`config.mk`:
```
export PLATFORM = sky130hd
export DESIGN_NAME = bcd_down_counter
export DESIGN_NICKNAME = d
export VERILOG_FILES = /design/src/rtl/bcd_pkg.sv /design/src/rtl/bcd_digit_down.sv /design/src/rtl/bcd_down_counter.sv
export SDC_FILE = /design/constraint.sdc
export NUM_CORES = 1
export LEC_CHECK = 0
export CAP_MARGIN = 40
export CORE_ASPECT_RATIO = 1.1
export CORE_UTILIZATION = 30
export DETAILED_ROUTE_END_ITERATION = 8
export SLEW_MARGIN = 20
export SYNTH_ARGS = -nofsm -noshare
export SYNTH_HDL_FRONTEND = slang
export SYNTH_SLANG_ARGS = --single-unit
export TNS_END_PERCENT = 5
```
`constraint.sdc`:
```
create_clock -name i_clk -period 2.35 [get_ports i_clk]
set_input_delay 0.235 -clock i_clk [delete_from_list [all_inputs] [get_ports i_clk]]
set_output_delay 0.235 -clock i_clk [all_outputs]
set_load 0.01 [all_outputs]
```
`src/rtl/bcd_pkg.sv`:
```
// Shared BCD digit definitions for the divider-subsystem counters.
package bcd_pkg;

  localparam int         BCD_W   = 4;
  localparam logic [3:0] BCD_MAX = 4'd9;

  typedef logic [BCD_W-1:0] bcd_digit_t;

  // True when the nibble is a legal decimal digit (0..9).
  function automatic logic is_valid_bcd(input bcd_digit_t d);
    return (d <= BCD_MAX);
  endfunction

endpackage

```
`src/rtl/bcd_digit_down.sv`:
```
// One decade stage of a cascaded BCD down-counter.
// The stage steps only when the global decrement request is present and the
// stage below is borrowing; it wraps 0 -> 9 and passes the borrow upward.
module bcd_digit_down
  import bcd_pkg::*;
(
  input  logic       clk,
  input  logic       rst,
  input  logic       load,
  input  bcd_digit_t load_val,
  input  logic       dec,
  input  logic       borrow_in,
  output bcd_digit_t digit,
  output logic       borrow_out
);

  logic step;

  assign step       = dec & borrow_in;
  assign borrow_out = step & (digit == '0);

  // Digit register: reset, then load, then decrement with 0 -> 9 wrap.
  always_ff @(posedge clk) begin
    if (rst) begin
      digit <= '0;
    end else if (load) begin
      digit <= load_val;
    end else if (step) begin
      digit <= (digit == '0) ? BCD_MAX : (digit - 4'd1);
    end
  end

endmodule

```
`src/rtl/bcd_down_counter.sv`:
```
// Cascaded multi-digit BCD down-counter / timer.
// One-shot mode holds at zero; auto-reload mode wraps zero back to the stored
// preset, giving a tick on o_tc every preset+1 enabled cycles.
module bcd_down_counter
  import bcd_pkg::*;
#(
  parameter int NUM_DIGITS  = 4,
  parameter int AUTO_RELOAD = 0
) (
  input  logic                        i_clk,
  input  logic                        i_rst,
  input  logic                        i_load,
  input  logic [BCD_W*NUM_DIGITS-1:0] i_load_val,
  input  logic                        i_en,
  output logic [BCD_W*NUM_DIGITS-1:0] o_count,
  output logic                        o_zero,
  output logic                        o_tc,
  output logic                        o_busy,
  output logic                        o_load_err
);

  localparam int   CW         = BCD_W * NUM_DIGITS;
  localparam logic AR_ENABLED = (AUTO_RELOAD != 0);

  logic [CW-1:0]       reload_q;
  logic                load_ok;
  logic                load_accept;
  logic                dec_req;
  logic                reload_req;
  logic                count_is_one;
  logic                digit_load;
  logic [CW-1:0]       digit_val;
  logic [NUM_DIGITS:0] borrow;
  logic                unused_top_borrow;
  logic                zero_d;
  logic                busy_d;
  logic                tc_d;
  logic                load_err_d;

  // Load is accepted only when every nibble of the preset is a decimal digit.
  always_comb begin
    load_ok = 1'b1;
    for (int d = 0; d < NUM_DIGITS; d++) begin
      if (!is_valid_bcd(i_load_val[d*BCD_W +: BCD_W])) load_ok = 1'b0;
    end
  end

  // Any load strobe (even a rejected one) pre-empts counting that cycle, so a
  // rejected load leaves the count untouched.
  assign load_accept  = i_load & load_ok;
  assign dec_req      = i_en & ~i_load & ~o_zero;
  assign reload_req   = AR_ENABLED & i_en & ~i_load & o_zero;
  assign count_is_one = (o_count == CW'(1));
  assign digit_load   = load_accept | reload_req;
  assign digit_val    = i_load ? i_load_val : reload_q;

  assign borrow[0]         = 1'b1;
  // Decrement is never requested at zero, so the top stage cannot borrow.
  assign unused_top_borrow = borrow[NUM_DIGITS];

  genvar g;
  generate
    for (g = 0; g < NUM_DIGITS; g++) begin : g_digit
      bcd_digit_down u_digit (
        .clk        (i_clk),
        .rst        (i_rst),
        .load       (digit_load),
        .load_val   (digit_val[g*BCD_W +: BCD_W]),
        .dec        (dec_req),
        .borrow_in  (borrow[g]),
        .digit      (o_count[g*BCD_W +: BCD_W]),
        .borrow_out (borrow[g+1])
      );
    end
  endgenerate

  // Next-state of the status flags, tracking what the digit chain will hold.
  always_comb begin
    zero_d     = o_zero;
    busy_d     = o_busy;
    tc_d       = dec_req & count_is_one;
    load_err_d = i_load & ~load_ok;
    if (load_accept) begin
      zero_d = (i_load_val == '0);
      busy_d = (i_load_val != '0);
    end else if (reload_req) begin
      zero_d = (reload_q == '0);
      busy_d = (reload_q != '0);
    end else if (dec_req && count_is_one) begin
      zero_d = 1'b1;
      busy_d = AR_ENABLED & (reload_q != '0);
    end
  end

  // Flag and reload registers; reset wins over everything.
  always_ff @(posedge i_clk) begin
    if (i_rst) begin
      reload_q   <= '0;
      o_zero     <= 1'b1;
      o_busy     <= 1'b0;
      o_tc       <= 1'b0;
      o_load_err <= 1'b0;
    end else begin
      if (load_accept) reload_q <= i_load_val;
      o_zero     <= zero_d;
      o_busy     <= busy_d;
      o_tc       <= tc_d;
      o_load_err <= load_err_d;
    end
  end

endmodule
```
==> flow_summary.yaml, run 1 <==
placement:
  dpl.hpwl_mm: 2.827
  io_buffers: 39
  globalplace.congestion: 0.8355
synth:
  ys_warn_count: 0
  synth_top_area_share_pct: 33.51
  share_of_synthesized_registers_carrying_an_async_set_or_reset_pct: 0
  syn-num-nets: 170
  ys_ff_latch: 20
  number_of_synthesized_flops_with_an_enable_pin: 0
  syn-cell-area_mm2: 0.001195
  ys_seq_area_share_pct: 33.51
  synth.lib_cells_used.distinct: 44
  yosys-top-cells-area: "sky130_fd_sc_hd__dfxtp_1, sky130_fd_sc_hd__o21ai_0, sky130_fd_sc_hd__nand3_1, sky130_fd_sc_hd__clkbuf_1, sky130_fd_sc_hd__a31oi_1"
  synth_cells: 150
  yosys_most_used_dff: "sky130_fd_sc_hd__dfxtp_1"
  synthesis.area_per_instance_um2: 7.966
  synth.largest_area_cell: "sky130_fd_sc_hd__dfxtp_1"
die:
  core_region_area_mm2: 0.003712
  placementRows: 23
  die-area_mm2: 0.004240
  top_level_ports: 40
  die_width_um: 62.18
  initial_core_util_pct: 32.19
  fp.dieH_um: 68.19
setup_path:
  worstPathRequired_ns: 2.48
  worst_ep_arrival_time_ns: 2.01
  rr_startpoint: "g_digit[1].u_digit.digit[0]"
  critical_path.endpoint_type: "flip-flop"
  startpoint_type: "flip-flop"
  worst_setup_path_startpoint: "g_digit[1].u_digit.digit[0]"
  worstSetupPathType: "reg2reg"
  path_max_fanout: 7
sta:
  fin_skew_ns: 0.002621
  unrepaired_setup_endpoints_after_global_routing: "false"
  achievable-frequency_ghz: 0.5336
  drv_slew: 0
  max_slew.worst_pin.slew_ns: 0.4492
  holdWs_ns: 0.5597
  timing.slew.headroom_pct: 70.02
  finalHoldViolations: 0
  setup_viol: 0
  post-route-period-util_pct: 79.74
  final_sum_of_negative_setup_slack_ns: 0
  timing.final.crit_period_ns: 1.874
clocking:
  postCtsSetupRepairBufs: 0
  clk_latency_ns: 0.26
  htree_num_levels: 1
  clock-root-buffer: "sky130_fd_sc_hd__clkbuf_8"
  cts.repair.resized: 0
  cts.sink_count: 20
  path_clk_slew_ns: 0.08
  cts_tree: "done"
  ctsLongestPathBuffers: 2
  cts-buffers-inserted: 3
  cts-hold-fix-buffers: 0
flow_run:
  max_cap_viol_count: 0
status:
  outcome: "completed"
final_layout:
  num_antenna_cells: 0
  final_net_count: 207
  filler_cell_count_in_the_final_layout: 358
  drive_gt1_share_pct: 9.677
  area_growth_syn_to_layout_pct: 42.20
route:
  detailedRoute.firstIterationViolations: 108
  antenna_violating_nets_post_route: 0
  drt_first_pass_iters: 4
  vias_per_cell: 5.742
  detailroute.via_count: 1355
  post-route-drc-count: 0
  drt_wl_total_mm: 3.771
  detail_route.wl_per_cell_um: 15.98
grt:
  antenna_found_initial: 0
  globalRouteTotalUtil_pct: 18.14
  first_global_vias: 1286
  gr-total-overflow: 0
  grt_pass1_wl_mm: 6.147
  grt_max_degree: 17
hold_path:
  min-delay-path-class: "reg2reg"
  worstHoldStart: "g_digit[2].u_digit.digit[3]"
power:
  power.static_leakage_nw: 0.5342
  max_ir_drop_vdd_v: 0.0002886
  power_density_mw_per_mm2: 490.5
## final timing paths
check	slack, ns	cells past startpoint	endpoint
worst max-delay path	0.48	4	g_digit[3].u_digit.digit[2]
worst max register to register	0.48	4	g_digit[3].u_digit.digit[2]
worst min register to register	0.56	2	g_digit[2].u_digit.digit[3]
worst min-delay path	0.56	2	g_digit[2].u_digit.digit[3]
## cell type report
cell class	instances	area (um2)	share of cell area [%]
timing repair buffer	45	435.4	25.63
sequential	20	400.4	23.56
clock buffer	4	55.05	3.240
tap	50	62.56	3.682
inverter	3	11.26	0.6627
multi-input combinational	114	734.5	43.23
## cell usage in the layout, fill, tap and decap left out, types with 2 or more instances in the layout
master / n
sky130_fd_sc_hd__or4_1: 2
sky130_fd_sc_hd__nand3_1: 10
sky130_fd_sc_hd__o211ai_1: 4
sky130_fd_sc_hd__o21ai_0: 12
sky130_fd_sc_hd__a21oi_1: 5
sky130_fd_sc_hd__nor2_1: 7
sky130_fd_sc_hd__o22ai_1: 3
sky130_fd_sc_hd__dfxtp_1: 20
sky130_fd_sc_hd__nand2_1: 10
sky130_fd_sc_hd__buf_4: 6
sky130_fd_sc_hd__mux2i_1: 3
sky130_fd_sc_hd__clkbuf_8: 4
sky130_fd_sc_hd__o31ai_1: 5
sky130_fd_sc_hd__nor4_1: 6
sky130_fd_sc_hd__a311oi_1: 2
sky130_fd_sc_hd__a31oi_1: 7
sky130_fd_sc_hd__nor3_1: 7
sky130_fd_sc_hd__clkdlybuf4s50_1: 39
sky130_fd_sc_hd__inv_1: 2
sky130_fd_sc_hd__or4_4: 2
sky130_fd_sc_hd__nand4_1: 5
## registers in the layout (all words and copies together), names as in the netlist
signal	cells
o_load_err	1
g_digit.u_digit.digit	16
o_busy	1
o_zero	1
o_tc	1
## power by group
group / internal (mW) / leakage [nW] / switching [mW]
Combinational: 0.0995 / 0.343 / 0.0926
Clock: 0.149 / 0.0288 / 0.116
Sequential: 0.354 / 0.163 / 0.0223
Total: 0.602 / 0.534 / 0.231
## kinds of logic (layout without fill, tap and decap cells)
group           count (synthesis)  count (layout)  share of synthesized area [%]
compound gates                 47              47                          25.97
flops                          20              20                          33.51
xor+xnor                        2               2                          1.466
buf+inv                        16              52                          5.026
mux                             3               3                          2.513
simple gates                   62              62                          31.52
## critical path, stage by stage, from the launching register on
cell and delay (ns):
sky130_fd_sc_hd__dfxtp_1 0.38, sky130_fd_sc_hd__or4_4 0.56, sky130_fd_sc_hd__nor4_4 0.48, sky130_fd_sc_hd__mux2i_1 0.23, sky130_fd_sc_hd__o22ai_1 0.09
## synth_stat cells (3+ instances only)
cell type,number
sky130_fd_sc_hd__nor3_1,7
sky130_fd_sc_hd__a21oi_1,5
sky130_fd_sc_hd__nand2_1,10
sky130_fd_sc_hd__nor2_1,7
sky130_fd_sc_hd__clkbuf_1,13
sky130_fd_sc_hd__a31oi_1,7
sky130_fd_sc_hd__nor4_1,6
sky130_fd_sc_hd__o31ai_1,5
sky130_fd_sc_hd__nand3_1,10
sky130_fd_sc_hd__o21ai_0,12
sky130_fd_sc_hd__nand4_1,5
sky130_fd_sc_hd__o211ai_1,4
sky130_fd_sc_hd__dfxtp_1,20
sky130_fd_sc_hd__o22ai_1,3
sky130_fd_sc_hd__mux2i_1,3
## metrics by stage
stage / std cells / power, mW / cell area, um2 / worst slack (ns) / utilization, %
floorplan: 150 / 0.4749 / 1195 / 0.5706 / -
global placement: 232 / 0.5733 / 1644 / 0.2813 / 44.29
detailed placement: 232 / 0.5734 / 1644 / 0.2708 / 44.29
CTS: 236 / 0.8382 / 1699 / 0.4608 / 45.77
global route: 236 / 0.8726 / 1699 / 0.3745 / 45.77
finish: 236 / 0.8334 / 1699 / 0.4760 / 45.77
## metal layers
metal / up-vias / wire length [um] / GRT usage [%]
li1: 653 / - / -
met5: - / 0 / 0
met1: 621 / 1685 / 23.90
met3: 8 / 268 / 3.000
met2: 73 / 1763 / 30.08
met4: 0 / 53 / 6.686
No activity file was read; power rests on OpenSTA's default activity.
==> run 2: changes to the inputs <==
- clock period: 2.35 -> 1.5 ns (I/O delays scaled with it)
==> flow_summary.yaml, run 2 (synthesis results as in run 1) <==
route:
  drt_wl_total_mm: 4.430
  detail_route.wl_per_cell_um: 16.17
  antenna_violating_nets_post_route: 0
  detailedRoute.firstIterationViolations: 78
  post-route-drc-count: 0
  vias_per_cell: 5.507
  detailroute.via_count: 1509
  drt_first_pass_iters: 4
status:
  failed_checks: "setup timing"
  outcome: "complete, but fails checks"
die:
  initial_core_util_pct: 32.19
  placementRows: 23
  core_region_area_mm2: 0.003712
  die_width_um: 62.18
  die-area_mm2: 0.004240
  top_level_ports: 40
  fp.dieH_um: 68.19
clocking:
  clock-root-buffer: "sky130_fd_sc_hd__clkbuf_8"
  ctsLongestPathBuffers: 2
  path_clk_slew_ns: 0.08
  cts-buffers-inserted: 3
  clk_latency_ns: 0.27
  cts.sink_count: 20
  cts_tree: "done"
  htree_num_levels: 1
placement:
  io_buffers: 39
  dpl.hpwl_mm: 3.376
  placement.setup.worst_slack_ns: -0.3637
  place.detailed.instances: 270
  globalplace.congestion: 0.8743
setup_path:
  startpoint_type: "flip-flop"
  worstPathRequired_ns: 1.65
  setup.reg_to_reg.worst_slack_ns: -0.24
  critPathCapture: "g_digit[3].u_digit.digit[1]"
  path_max_fanout: 6
  ff2ff_path_depth: 5
  reg_to_reg_critical_path_endpoint: "g_digit[3].u_digit.digit[1]"
  rr_startpoint: "g_digit[0].u_digit.digit[2]"
  critical_path.endpoint_type: "flip-flop"
  worst_setup_path_startpoint: "g_digit[0].u_digit.digit[2]"
  worstSetupPathType: "reg2reg"
  worst_ep_arrival_time_ns: 1.89
grt:
  globalRouteMet1Util_pct: 26.33
  gr-total-overflow: 0
  antenna_found_initial: 0
  use_met3_pct: 4.000
  top_usage_layer: "met2"
  grt_util_met2_pct: 38.74
  grt_max_degree: 16
  globalRouteTotalUtil_pct: 22.06
  grt_pass1_wl_mm: 7.245
  first_global_vias: 1480
sta:
  holdWs_ns: 0.4833
  timing.final.ws_setup_ns: -0.2351
  fin_skew_ns: 0.002217
  post-route-period-util_pct: 115.7
  timing.slew.headroom_pct: 69.75
  unrepaired_setup_endpoints_after_global_routing: "true"
  finalHoldViolations: 0
  setup_viol: 14
  drv_slew: 0
  timing.final.crit_period_ns: 1.735
  max_slew.worst_pin.slew_ns: 0.4533
  achievable-frequency_ghz: 0.5763
final_layout:
  area.sequential_um2: 409.1
  max_flop_register: "g_digit.u_digit.digit"
  most-common-layout-cells: "sky130_fd_sc_hd__buf_4, sky130_fd_sc_hd__clkdlybuf4s50_1, sky130_fd_sc_hd__dfxtp_1"
  drive_gt1_share_pct: 31.25
  multi_input_comb_area_um2: 785.8
  largest_reg_flops: 16
  final_net_count: 245
  final_core_util_pct: 55.27
  num_antenna_cells: 0
  area_growth_syn_to_layout_pct: 71.73
  commonest_non_fill_non_tap_cell_in_the_layout: "sky130_fd_sc_hd__buf_4"
  filler_cell_count_in_the_final_layout: 332
  final_cell_count_no_fill: 274
power:
  power.total_mw: 1.422
  max_ir_drop_vdd_v: 0.0004473
  power.static_leakage_nw: 0.7855
  power_density_mw_per_mm2: 692.9
hold_path:
  min-delay-path-class: "in2reg"
  hold_path_depth: 3
flow_run:
  max_cap_viol_count: 0
==> run 2: changes by cell type in the layout (fill, tap and decap cells not counted), moves of 2 or more <==
cell / previous run / this run
sky130_fd_sc_hd__dfxtp_2: 0 / 7
sky130_fd_sc_hd__nor4_4: 1 / 3
sky130_fd_sc_hd__buf_4: 6 / 43
sky130_fd_sc_hd__clkdlybuf4s50_1: 39 / 36
sky130_fd_sc_hd__dlymetal6s2s_1: 0 / 2
sky130_fd_sc_hd__o21ai_0: 12 / 9
sky130_fd_sc_hd__dfxtp_1: 20 / 13
sky130_fd_sc_hd__o21ai_1: 0 / 3
==> run 2: repair_timing <==
| action | in CTS | in global routing |
|---|---|---|
| setup buffers | 0 | 0 |
| endpoints found under the setup margin | 18 | 23 |
| hold buffers | 0 | 0 |
| resized for setup | 12 | 7 |
| pin swaps | 11 | 2 |
==> run 2: layout make-up <==
cell class              instances  share of cell area, %
clock buffers                   4                  2.683
inverters                       3                 0.5488
multi-input cells             114                  38.29
flip-flops and latches         20                  19.94
well taps                      50                  3.049
repair buffers                 83                  35.49
==> run 2: layer usage <==
metal / wire, um / vias to the layer above
met4: 129 / 0
met2: 2147 / 65
li1: - / 731
met5: 0 / -
met1: 1874 / 702
met3: 279 / 11
==> run 2: how the worst min path moves through the flow <==
stage                                      from                           to  slack, ns
global placement    g_digit[3].u_digit.digit[1]  g_digit[3].u_digit.digit[1]       0.57
floorplan                         i_load_val[4]  g_digit[1].u_digit.digit[0]       0.29
CTS                               i_load_val[4]  g_digit[1].u_digit.digit[0]       0.48
detailed placement  g_digit[3].u_digit.digit[1]  g_digit[3].u_digit.digit[1]       0.60
finish                            i_load_val[4]  g_digit[1].u_digit.digit[0]       0.48
global route                      i_load_val[4]  g_digit[1].u_digit.digit[0]       0.48
==> run 2: power breakdown <==
part	internal (mW)	leakage [nW]	switching [mW]
Clock	0.234	0.0288	0.199
Sequential	0.556	0.166	0.0170
Combinational	0.223	0.591	0.193
Total	1.01	0.786	0.409
==> run 2: metrics by stage <==
stage,TNS (ns),cell area [um2]
after floorplan,-1.523,1200
after detailed placement,-4.871,1934
after global placement,-4.474,1934
after global routing,-3.025,2052
after CTS,-1.742,2039
final,-1.706,2052
==> run 2: critical path, cell delays in order (launching register included) <==
cell and delay (ns):
sky130_fd_sc_hd__dfxtp_2 0.33, sky130_fd_sc_hd__or4_4 0.55, sky130_fd_sc_hd__nor4_4 0.28, sky130_fd_sc_hd__buf_4 0.19, sky130_fd_sc_hd__mux2i_1 0.18, sky130_fd_sc_hd__o22ai_1 0.09
==> run 3: changes to the inputs <==
- ABC_AREA: unset -> 0
- PLACE_DENSITY_LB_ADDON: unset -> 0.1
==> flow_summary.yaml, run 3 (synthesis results as in run 1) <==
final_layout:
  filler_cell_count_in_the_final_layout: 354
  final_net_count: 247
  area.sequential_um2: 406.6
  max_flop_register: "g_digit.u_digit.digit"
  final_cell_count_no_fill: 276
  multi_input_comb_area_um2: 792.0
  area_growth_syn_to_layout_pct: 74.03
  drive_gt1_share_pct: 30.97
  most-common-layout-cells: "sky130_fd_sc_hd__buf_4, sky130_fd_sc_hd__clkdlybuf4s50_1, sky130_fd_sc_hd__dfxtp_1"
  largest_reg_flops: 16
  commonest_non_fill_non_tap_cell_in_the_layout: "sky130_fd_sc_hd__buf_4"
  num_antenna_cells: 0
placement:
  placement.setup.worst_slack_ns: -0.3910
  place.detailed.instances: 271
  io_buffers: 39
  globalplace.congestion: 0.8888
  dpl.hpwl_mm: 3.192
sta:
  drv_slew: 0
  post-route-period-util_pct: 118.2
  achievable-frequency_ghz: 0.5638
  timing.slew.headroom_pct: 68.38
  timing.final.ws_setup_ns: -0.2736
  timing.final.crit_period_ns: 1.774
  finalHoldViolations: 0
  max_slew.worst_pin.slew_ns: 0.4738
  fin_skew_ns: 0.007657
  unrepaired_setup_endpoints_after_global_routing: "true"
  setup_viol: 11
route:
  drt_wl_total_mm: 4.195
  detailedRoute.firstIterationViolations: 95
  detail_route.wl_per_cell_um: 15.20
  antenna_violating_nets_post_route: 0
  vias_per_cell: 5.536
  post-route-drc-count: 0
  detailroute.via_count: 1528
  drt_first_pass_iters: 4
clocking:
  cts.sink_count: 20
  cts_tree: "done"
  cts-buffers-inserted: 3
  path_clk_slew_ns: 0.08
  clock-root-buffer: "sky130_fd_sc_hd__clkbuf_8"
  clk_latency_ns: 0.26
  ctsLongestPathBuffers: 2
  htree_num_levels: 1
setup_path:
  worst_setup_path_startpoint: "g_digit[2].u_digit.digit[2]"
  worst_ep_arrival_time_ns: 1.92
  setup.reg_to_reg.worst_slack_ns: -0.27
  worstPathRequired_ns: 1.64
  startpoint_type: "flip-flop"
  worstSetupPathType: "reg2reg"
  critical_path.endpoint_type: "flip-flop"
  path_max_fanout: 6
  rr_startpoint: "g_digit[2].u_digit.digit[2]"
die:
  die-area_mm2: 0.004240
  placementRows: 23
  initial_core_util_pct: 32.19
  core_region_area_mm2: 0.003712
  top_level_ports: 40
  fp.dieH_um: 68.19
  die_width_um: 62.18
power:
  max_ir_drop_vdd_v: 0.0003379
  power.total_mw: 1.545
  power_density_mw_per_mm2: 743.0
  power.static_leakage_nw: 0.7584
hold_path:
  worstHoldStart: "i_load_val[4]"
  min-delay-path-class: "in2reg"
grt:
  globalRouteTotalUtil_pct: 20.33
  grt_pass1_wl_mm: 6.775
  first_global_vias: 1423
  grt_max_degree: 15
  gr-total-overflow: 0
  antenna_found_initial: 0
status:
  failed_checks: "setup timing"
  outcome: "complete, but fails checks"
flow_run:
  max_cap_viol_count: 0
run 3: changes by cell type in the layout (fill, tap and decap cells not counted), sizes merged:
cell	before	now
buf	44	46
dlygate4sd2	1	0
bufinv	0	1
dlymetal6s2s	2	0
clkdlybuf4s50	36	39
clkbuf	4	3
run 3: power breakdown:
part | internal [mW] | switching [mW] | total [mW]
combinational | 0.229 | 0.195 | 0.424
sequential | 0.555 | 0.0146 | 0.570
clock | 0.356 | 0.195 | 0.551
run 3: path summary, 6_finish.rpt:
path / end / cells past startpoint
worst max register to register: g_digit[3].u_digit.digit[2] / 5
worst min register to register: g_digit[3].u_digit.digit[3] / 3
worst min-delay path: g_digit[1].u_digit.digit[0] / 3
worst max-delay path: g_digit[3].u_digit.digit[2] / 5
run 3: worst max-delay path, cell delays in order (launching register included):
cell and delay, ns:
sky130_fd_sc_hd__dfxtp_2 0.33, sky130_fd_sc_hd__or4_4 0.58, sky130_fd_sc_hd__nor4_4 0.28, sky130_fd_sc_hd__buf_4 0.19, sky130_fd_sc_hd__mux2i_1 0.19, sky130_fd_sc_hd__o22ai_1 0.09
run 3: routing by layer:
layer  share of wire, %  vias to the layer above  GRT usage [%]
met3                5.7                        8          2.333
met4                1.8                        0          8.721
li1                   -                      737              -
met1                 45                      719          25.65
met5                  0                        -              0
met2                 47                       64          35.58
run 3: layout make-up:
type                    count  share of cell area (%)
well taps                  50                   3.008
clock inverters             1                   1.444
flip-flops and latches     20                   19.55
repair buffers             85                   35.38
inverters                   3                  0.5415
clock buffers               3                   1.986
multi-input cells         114                   38.09
run 3: per-stage QoR:
step / TNS, ns / util, % / hold WS (ns) / instance area, um2
6_report: -1.945 / 56.02 / 0.5158 / 2079
4_1_cts: -1.876 / 55.48 / 0.5164 / 2059
3_5_place_dp: -4.766 / 52.31 / 0.6317 / 1942
2_1_floorplan: -1.523 / - / 0.2902 / 1200
5_1_grt: -2.846 / 56.02 / 0.5219 / 2079
3_3_place_gp: -4.339 / 52.31 / 0.6169 / 1942
run 3: repair_timing:
action                     CTS  global route
pin swaps                    9             5
gates resized for setup      8             5
setup endpoints to repair   16            20
hold endpoints to repair     0             0
setup buffers                1             0
gates cloned                 0             0
hold buffers                 0             0
